File: config.mk
export PLATFORM = sky130hd
export DESIGN_NAME = ofdm_frame_ctrl
export DESIGN_NICKNAME = d
export VERILOG_FILES = /design/src/rtl/ofdm_frame_ctrl.sv
export SDC_FILE = /design/constraint.sdc
export NUM_CORES = 1
export LEC_CHECK = 0
export ABC_AREA = 1
export BUFFER_PORTS_ARGS = -buffer_cell sky130_fd_sc_hd__clkbuf_2
export CAP_MARGIN = 20
export CORE_AREA = 2 2 123 125
export CTS_BUF_LIST = sky130_fd_sc_hd__clkbuf_4 sky130_fd_sc_hd__clkbuf_8
export CTS_CLUSTER_SIZE = 12
export DETAILED_ROUTE_END_ITERATION = 8
export DIE_AREA = 0 0 125 127
export PLACE_DENSITY = 0.81
export SYNTH_ARGS = -nofsm -noshare
export SYNTH_HDL_FRONTEND = slang
export SYNTH_SLANG_ARGS = --single-unit
File: constraint.sdc
create_clock -name clk -period 2.7 [get_ports clk]
set_input_delay 0.405 -clock clk [delete_from_list [all_inputs] [get_ports clk]]
set_output_delay 0.405 -clock clk [all_outputs]
set_load 0.02 [all_outputs]
File: src/rtl/ofdm_frame_ctrl.sv
// OFDM frame sequencer: buffers mapped points and emits NFFT ordered slots with nulls and pilots.
// Optional macro PILOT_PRBS_EN: pilot polarity from a 7-bit LFSR (x^7+x^4+1) instead of alternating.
module ofdm_frame_ctrl #(
    parameter int                 NFFT          = 16,
    parameter int                 GUARD         = 2,
    parameter int                 PILOT_SPACING = 4,
    parameter int                 PILOT_OFFSET  = 2,
    parameter logic signed [15:0] PILOT_AMP     = 16'sd1,
    parameter int                 FIFO_DEPTH    = 4,
    localparam int                IDXW          = $clog2(NFFT)
) (
    input  logic                clk,
    input  logic                reset,
    input  logic                start,
    input  logic [7:0]          num_sym,
    output logic                busy,
    output logic                done,
    input  logic                sym_valid,
    output logic                sym_ready,
    input  logic signed [15:0]  sym_x,
    input  logic signed [15:0]  sym_y,
    output logic                out_valid,
    input  logic                out_ready,
    output logic signed [15:0]  out_re,
    output logic signed [15:0]  out_im,
    output logic [IDXW-1:0]     out_idx,
    output logic                out_eof,
    output logic                out_last
);
    localparam int PTRW = $clog2(FIFO_DEPTH);
    localparam int CNTW = PTRW + 1;

    typedef enum logic [0:0] {S_IDLE = 1'b0, S_RUN = 1'b1} state_t;

    function automatic logic f_is_null(input logic [IDXW-1:0] k);
        int ki = int'(k);
        return (ki == 0) || ((ki >= NFFT / 2 - GUARD) && (ki < NFFT / 2 + GUARD));
    endfunction

    function automatic logic f_is_pilot(input logic [IDXW-1:0] k);
        int ki = int'(k);
        return (ki % PILOT_SPACING) == PILOT_OFFSET;
    endfunction

`ifdef PILOT_PRBS_EN
    function automatic logic [6:0] f_lfsr_next(input logic [6:0] s);
        return {s[5:0], s[6] ^ s[3]};
    endfunction
    logic [6:0]        r_lfsr;
`else
    logic              r_pol;
`endif

    state_t            r_state, w_state_nxt;
    logic [15:0]       r_mem_x [FIFO_DEPTH];
    logic [15:0]       r_mem_y [FIFO_DEPTH];
    logic [PTRW-1:0]   r_wr_ptr, r_rd_ptr;
    logic [CNTW-1:0]   r_count;
    logic [IDXW-1:0]   r_k;
    logic [7:0]        r_sym, r_num_sym;
    logic              r_busy, r_done, r_out_valid, r_out_eof, r_out_last;
    logic signed [15:0] r_out_re, r_out_im;
    logic [IDXW-1:0]   r_out_idx;

    logic              w_push, w_pop, w_fifo_empty, w_xfer, w_start_ok, w_frame_end;
    logic              w_k_null, w_k_pilot, w_k_data, w_advance, w_load, w_pilot_neg;
    logic              w_slot_eof, w_slot_last;
    logic signed [15:0] w_slot_re, w_slot_im;

    assign sym_ready    = (r_count < CNTW'(FIFO_DEPTH));
    assign w_fifo_empty = (r_count == {CNTW{1'b0}});
    assign w_push       = sym_valid && sym_ready;
    assign w_xfer       = r_out_valid && out_ready;

    assign busy      = r_busy;
    assign done      = r_done;
    assign out_valid = r_out_valid;
    assign out_re    = r_out_re;
    assign out_im    = r_out_im;
    assign out_idx   = r_out_idx;
    assign out_eof   = r_out_eof;
    assign out_last  = r_out_last;

    // Point storage; contents need no reset since pointers and count define validity
    always_ff @(posedge clk) begin
        if (w_push) begin
            r_mem_x[r_wr_ptr] <= sym_x;
            r_mem_y[r_wr_ptr] <= sym_y;
        end
    end

    // FIFO pointers and occupancy
    always_ff @(posedge clk) begin
        if (reset) begin
            r_wr_ptr <= {PTRW{1'b0}};
            r_rd_ptr <= {PTRW{1'b0}};
            r_count  <= {CNTW{1'b0}};
        end else begin
            if (w_push) r_wr_ptr <= r_wr_ptr + PTRW'(1);
            if (w_pop)  r_rd_ptr <= r_rd_ptr + PTRW'(1);
            r_count <= r_count + CNTW'(w_push) - CNTW'(w_pop);
        end
    end

    // FSM state register
    always_ff @(posedge clk) begin
        if (reset) r_state <= S_IDLE;
        else       r_state <= w_state_nxt;
    end

    // FSM next state: start is ignored while running or with a zero symbol count
    always_comb begin
        w_state_nxt = r_state;
        w_start_ok  = (r_state == S_IDLE) && start && (num_sym != 8'd0);
        w_frame_end = (r_state == S_RUN) && w_xfer && r_out_last;
        case (r_state)
            S_IDLE:  if (w_start_ok)  w_state_nxt = S_RUN;  else w_state_nxt = S_IDLE;
            S_RUN:   if (w_frame_end) w_state_nxt = S_IDLE; else w_state_nxt = S_RUN;
            default: w_state_nxt = S_IDLE;
        endcase
    end

`ifdef PILOT_PRBS_EN
    assign w_pilot_neg = r_lfsr[6];
`else
    assign w_pilot_neg = r_pol;
`endif

    // FSM outputs: next-slot classification and load decision; only data slots can stall
    always_comb begin
        w_k_null   = f_is_null(r_k);
        w_k_pilot  = !w_k_null && f_is_pilot(r_k);
        w_k_data   = !w_k_null && !w_k_pilot;
        w_advance  = (r_state == S_RUN) && (!r_out_valid || out_ready) && !w_frame_end;
        w_load     = w_advance && !(w_k_data && w_fifo_empty);
        w_pop      = w_load && w_k_data;
        w_slot_eof = (r_k == IDXW'(NFFT - 1));
        w_slot_last = w_slot_eof && (r_sym == (r_num_sym - 8'd1));
        w_slot_re  = 16'sd0;
        w_slot_im  = 16'sd0;
        if (w_k_null) begin
            w_slot_re = 16'sd0;
            w_slot_im = 16'sd0;
        end else if (w_k_pilot) begin
            w_slot_re = w_pilot_neg ? -PILOT_AMP : PILOT_AMP;
            w_slot_im = 16'sd0;
        end else begin
            w_slot_re = r_mem_x[r_rd_ptr];
            w_slot_im = r_mem_y[r_rd_ptr];
        end
    end

    // Output slot register, frame bookkeeping and pilot polarity
    always_ff @(posedge clk) begin
        if (reset) begin
            r_busy      <= 1'b0;
            r_done      <= 1'b0;
            r_out_valid <= 1'b0;
            r_out_re    <= 16'sd0;
            r_out_im    <= 16'sd0;
            r_out_idx   <= {IDXW{1'b0}};
            r_out_eof   <= 1'b0;
            r_out_last  <= 1'b0;
            r_k         <= {IDXW{1'b0}};
            r_sym       <= 8'd0;
            r_num_sym   <= 8'd0;
`ifdef PILOT_PRBS_EN
            r_lfsr      <= 7'h7F;
`else
            r_pol       <= 1'b0;
`endif
        end else if (w_start_ok) begin
            r_busy      <= 1'b1;
            r_done      <= 1'b0;
            r_out_valid <= 1'b1;
            r_out_re    <= 16'sd0;
            r_out_im    <= 16'sd0;
            r_out_idx   <= {IDXW{1'b0}};
            r_out_eof   <= 1'b0;
            r_out_last  <= 1'b0;
            r_k         <= IDXW'(1);
            r_sym       <= 8'd0;
            r_num_sym   <= num_sym;
`ifdef PILOT_PRBS_EN
            r_lfsr      <= 7'h7F;
`else
            r_pol       <= 1'b0;
`endif
        end else begin
            r_done <= 1'b0;
            if (w_frame_end) begin
                r_out_valid <= 1'b0;
                r_out_eof   <= 1'b0;
                r_out_last  <= 1'b0;
                r_busy      <= 1'b0;
                r_done      <= 1'b1;
            end else if (w_load) begin
                r_out_valid <= 1'b1;
                r_out_re    <= w_slot_re;
                r_out_im    <= w_slot_im;
                r_out_idx   <= r_k;
                r_out_eof   <= w_slot_eof;
                r_out_last  <= w_slot_last;
                r_k         <= r_k + IDXW'(1);
                if (w_slot_eof) r_sym <= r_sym + 8'd1;
            end else if (w_advance) begin
                r_out_valid <= 1'b0;
            end
            if (w_xfer && r_out_eof) begin
`ifdef PILOT_PRBS_EN
                r_lfsr <= f_lfsr_next(r_lfsr);
`else
                r_pol  <= ~r_pol;
`endif
            end
        end
    end
endmodule

==> Yosys cells after proc, flatten, opt, wreduce, memory -nomap -nowiden <==
Memory sizes are Yosys's and may differ from the RTL's. A register that Yosys moved wholly into a read port is not among the register bits.
Index checks and enable logic that the tools add are counted.
{ "classes": {"shift": 0, "n_div": 0, "add_sub_neg": 7, "n_mul": 0, "reduce_logical": 34, "bitwise": 3, "n_lt_le_gt_ge": 3, "muxes": 24, "n_eq_ne": 4} }
{ "op_table": {"columns": ["cell", "n"], "rows": [
  ["$mux 16", 5],
  ["$logic_and 1x1->1", 16],
  ["$mux 1", 14],
  ["$add 8x1->8 const B", 1],
  ["$eq 8x8->1", 1],
  ["$mux 2", 4],
  ["$reduce_bool 8->1", 1],
  ["$sub 8x1->8 const B", 1],
  ["$logic_not 1->1", 5],
  ["$add 2x1->2 const B", 2],
  ["$add 4x1->4 const B", 1],
  ["$eq 4x4->1 const B", 1],
  ["$ge 4x3->1 const B", 1],
  ["$logic_not 4->1", 1],
  ["$lt 4x4->1 const B", 1],
  ["$reduce_and 2->1", 2],
  ["$reduce_bool 2->1", 2],
  ["$reduce_bool 4->1", 1],
  ["$add 3x1->3", 1],
  ["$logic_not 3->1", 1],
  ["$lt 3x3->1 const B", 1],
  ["$not 1->1", 3],
  ["$reduce_and 3->1", 1],
  ["$reduce_or 3->1", 1],
  ["6 further kinds", 7]
]} }
{ "word_totals": {"out_inout_bits": 42, "mem_bits_rw": 128, "mem_count": 2, "rom_bits": 0, "register_bits": 70, "latch_bits": 0} }
{ "mem_list": {"columns": ["name", "words", "width", "read_ports", "rd_ports_with_merged_regs", "wr", "line", "source"], "rows": [
  ["r_mem_x", 4, 16, 1, 1, 1, "55", "logic [15:0] r_mem_x [FIFO_DEPTH];"],
  ["r_mem_y", 4, 16, 1, 1, 1, "56", "logic [15:0] r_mem_y [FIFO_DEPTH];"]
]} }

==> Depth between registers and ports, before layout <==
{ "depth": {"ltp_word": 13, "depth_mapped": 19, "ltp_nobuf": 18} }

==> Worst setup path after synthesis <==
Ideal clock, no wire load.
{ "synth_timing": {"path_type": "reg-to-reg", "from": "reg r_k[0]", "to": "reg r_count[2]", "stages_incl_launch_ff": 20, "arrival_time_ps": 2647, "required_time_ps": 2580, "path_slack_ps": -67, "setup_ps": 120, "period_less_slack_ps": 2767, "path_cell_list": "dfxtp_1 inv_1 ha_1 inv_2 nand3_1 nand3_2 nand2_2 nand2_4 inv_2 nand3_2 clkinv_2 buf_6 ha_1 inv_1 ha_1 inv_1 fa_1 xor2_1 o21ai_0 a21oi_1"} }
{ "synth_between": {"elab_chain_len": 12} }
{ "synth_rtl": {"columns": ["element", "line", "source"], "rows": [
  ["start, declared", "59", "logic [IDXW-1:0] r_k;"],
  ["start signal, assigned", "164", "r_k <= {IDXW{1'b0}};"],
  ["start signal, assigned", "204", "r_k <= r_k + IDXW'(1);"],
  ["$ge 4x3->1 / $lt 4x4->1 (equally long branches)", "37", "return (ki == 0) || ((ki >= NFFT / 2 - GUARD) && (ki < NFFT / 2 + GUARD));"],
  ["$logic_and 1x1->1", "37", null],
  ["$logic_or 1x1->1", "37", null],
  ["$logic_not 1->1", "132, 133", null],
  ["$logic_and 1x1->1", "132", "w_k_pilot = !w_k_null && f_is_pilot(r_k);"],
  ["$logic_not 1->1", "133", "w_k_data = !w_k_null && !w_k_pilot;"],
  ["$logic_and 1x1->1 *", "133", null],
  ["$logic_and 1x1->1", "135", "w_load = w_advance && !(w_k_data && w_fifo_empty);"],
  ["$logic_not 1->1", "135", null],
  ["$logic_and 1x1->1", "135", null],
  ["$logic_and 1x1->1 *", "136", "w_pop = w_load && w_k_data;"],
  ["named net w_pop", "65", "logic w_push, w_pop, w_fifo_empty, w_xfer, w_start_ok, w_frame_end;"],
  ["$sub 3x1->3 *", "101", "r_count <= r_count + CNTW'(w_push) - CNTW'(w_pop);"],
  ["end signal, assigned", "97", "r_count <= {CNTW{1'b0}};"],
  ["end signal, assigned", "101", null],
  ["end, declared", "58", "logic [CNTW-1:0] r_count;"]
]} }
The timed path passes the listed nets; every way through them passes the cells marked *.
A chain may end at the register's enable or synchronous reset.

==> Worst setup path in the final report <==
{ "layout_timing": {"from": "reg r_k[0]", "to": "reg r_count[2]"} }
{ "layout_between": {"elab_chain_len": 12} }
{ "layout_rtl": {"columns": ["element", "line"], "rows": [
  ["$ge 4x3->1 / $lt 4x4->1 (equally long branches)", "37"],
  ["$logic_and 1x1->1", "37"],
  ["$logic_or 1x1->1", "37"],
  ["$logic_not 1->1", "132, 133"],
  ["$logic_and 1x1->1", "132"],
  ["$logic_not 1->1", "133"],
  ["$logic_and 1x1->1 *", "133"],
  ["$logic_and 1x1->1", "135"],
  ["$logic_not 1->1", "135"],
  ["$logic_and 1x1->1", "135"],
  ["$logic_and 1x1->1 *", "136"],
  ["$sub 3x1->3 *", "101"]
]} }
Mark *: on every way between the ends. The rest lies on a longest branch, timed or not.

==> results.ini <==
[job]
maxCapViolCount=0

[power]
irDropWorstVdd_mv=0.403
seqPwrFrac_pct=55.8
internal_power_mw=4.79
power_frac_comb_pct=14.5
p_leak_nw=3.36
p_sw_mw=1.73
power_density_nw_per_um2=723
pwr-share-clk_pct=29.7
swShare_pct=26.5

[logic_synthesis]
synthTopCellsByArea=edfxtp_1, dfxtp_1, o21ai_0
syn-num-nets=808
synth_top_cell_area_share_pct=48.8
synth_top_cell_by_area=edfxtp_1
syn_inst=751
ys_ff_latch=200
synth.distinct_cells=32
ys.flop_type=edfxtp_1
synth-seq-area-share_pct=67.1
synth_warnings=0
synth_edf_count=128
syn_area_um2=7880
async_flop_share_pct=0
synth_area_per_cell_um2=10.5

[route]
ant_nets=0
vias=5683
wirelength_mm=16.7
wire_per_inst_um=16.2
drt_first_pass_iters=5
drt-vias-per-instance=5.49
drc=0
drtIter0Drc=445

[final_layout]
layout-drive-gt1-share_pct=18.5
syn_to_final_growth_pct=14.4
regArea_um2=5290
multi_input_area_um2=2310
diodes=0
final_nets=896
fillers=1132
final_util_pct=62.5

[sta]
skew_ns=0.0159
fin_crit_sh_pct=92.7
slew_headroom_pct=47.5
hold_violations=0
period_needed_ns=2.50
setup_violations=0
tightest_slew_ns=0.787
finalSetupTns_ns=0
rsz0062_at_grt=no
fmax_mhz=399
slew_violations=0

[global_route]
grt_pass1_wl_mm=26.5
overflow=0
grt_usage_pct=21.2
grt_max_degree=65
antenna_found_initial=0
grt_pass1_vias=5330

[clock_tree]
ctsHoldBuffers=0
h-tree-depth=4
numCtsBuffers=17
cts-root-buf=clkbuf_8
clkSinkCount=200
cts_buffer_depth=2
cts_tree=yes
path_clk_slew_ns=0.10
clock_latency_ns=0.46

[min_path]
hold_path_depth=1
hold_class=in -> reg

[place]
io_buffers=86
post-dp-hpwl_mm=10.6
routabilityCongestion=0.829

[floorplan]
die_h_um=127
fp.dieArea_um2=15900
ioPinCount=87
fp.coreArea_um2=14400
initial_core_util_pct=54.6
die_x_um=125
num_rows=44

[worst_setup_path]
crit_type=reg -> reg
endpoint_kind=register
required_ns=3.08
startpoint=r_k[0]
critPathLaunchType=register
timing.rr.start=r_k[0]
worstPathArrival_ns=2.88
r2r_slack_ns=0.20
r2r_cells=18
cp_max_fo=4
critPathCapture=r_count[2]
rr_endpoint=r_count[2]

[outcome]
status=completed

==> final cells by class <==
cell class,count,share of cell area [%]
clock buffers,24,3.39
well taps,184,2.55
inverters,48,2.05
clock inverters,8,1.24
flip-flops and latches,200,58.7
multi-input cells,468,25.6
repair buffers,104,6.41
==> power groups by stage <==
stage	clock (mW)	combinational, mW	sequential (mW)
finish	1.94	0.943	3.64
detailed placement	0	0.923	3.71
global route	2.09	1.06	3.66
floorplan	0	0.568	3.73
global placement	0	0.890	3.70
CTS	1.97	0.929	3.64
==> how the worst min path moves through the flow <==
stage          slack [ns]  startpoint              to
2_1_floorplan        0.42  r_count[2]      r_count[2]
3_3_place_gp         0.43  r_count[2]      r_count[2]
3_5_place_dp         0.44  r_count[2]      r_count[2]
4_1_cts              0.14    sym_y[3]   r_mem_y[2][3]
5_1_grt              0.14   sym_y[13]  r_mem_y[1][13]
6_report             0.16   sym_y[13]  r_mem_y[0][13]
==> worst max-delay path, cell delays in order, from the launching register on <==
cell	delay [ns]
dfxtp_4	0.38
inv_2	0.06
ha_4	0.16
inv_2	0.06
nand3_1	0.08
nand3_2	0.12
nand2_2	0.07
nand2_4	0.07
inv_2	0.04
nand3_2	0.08
clkinv_4	0.05
ha_1	0.26
inv_1	0.05
ha_1	0.13
inv_1	0.05
fa_2	0.33
xor2_1	0.16
buf_4	0.14
a21oi_1	0.12
==> per-layer routing <==
layer	global-route usage, %	up-vias	part of all wire, %
met1	28.0	2687	43
met2	34.9	196	49
li1	-	2769	-
met4	8.17	0	1.9
met5	0	-	0
met3	4.36	31	6.2
==> through the flow <==
step	setup WS, ns	power (mW)	cells	hold WS [ns]	cell area (um2)
global placement	0.235	4.59	1003	0.434	8570
global route	0.0476	6.81	1036	0.138	9010
detailed placement	0.148	4.63	1003	0.445	8570
floorplan	0.0250	4.29	751	0.422	7890
finish	0.197	6.52	1036	0.158	9010
CTS	0.100	6.54	1035	0.140	8990
==> synth_stat cells, types with 2 or more instances <==
master / n
clkbuf_1: 28
inv_2: 4
o22ai_1: 17
nor2_4: 2
xor2_1: 4
nand4_1: 5
inv_1: 43
ha_1: 11
a31oi_1: 2
nor3_1: 2
a21oi_1: 61
nor4_1: 2
edfxtp_1: 128
dfxtp_1: 72
nand3_1: 16
o21ai_1: 4
xnor2_1: 3
nor2_1: 110
buf_2: 4
nand2_1: 105
nand3_2: 2
o21ai_0: 116
==> registers in the layout, summed over array words and instances, names as in the netlist, named ones only <==
signal,flops
out_re,16
r_count,3
out_valid,1
r_wr_ptr,2
r_k,4
r_num_sym,8
out_idx,4
r_mem_y,64
busy,1
r_state,1
done,1
out_eof,1
r_sym,8
r_mem_x,64
out_last,1
r_pol,1
out_im,16
r_rd_ptr,2
==> cells by family after synthesis <==
kind of cell / synth area share, %
buf+inv: 4.18
simple gates: 12.9
fa+ha+maj: 2.00
compound gates: 13.1
xor+xnor: 0.778
flops: 67.1
==> layout by cell type (no fill, tap or decap), types with 20 or more instances in the layout <==
master / instances
nand2_1: 105
inv_1: 41
edfxtp_1: 128
clkbuf_2: 86
clkbuf_8: 20
a21oi_1: 61
nor2_1: 106
o21ai_0: 115
dfxtp_1: 69
==> repair_timing <==
item,CTS,global route
endpoints found under the setup margin,0,1
resized for setup,0,8
setup buffers,0,1
No activity file was read; power rests on OpenSTA's default activity.
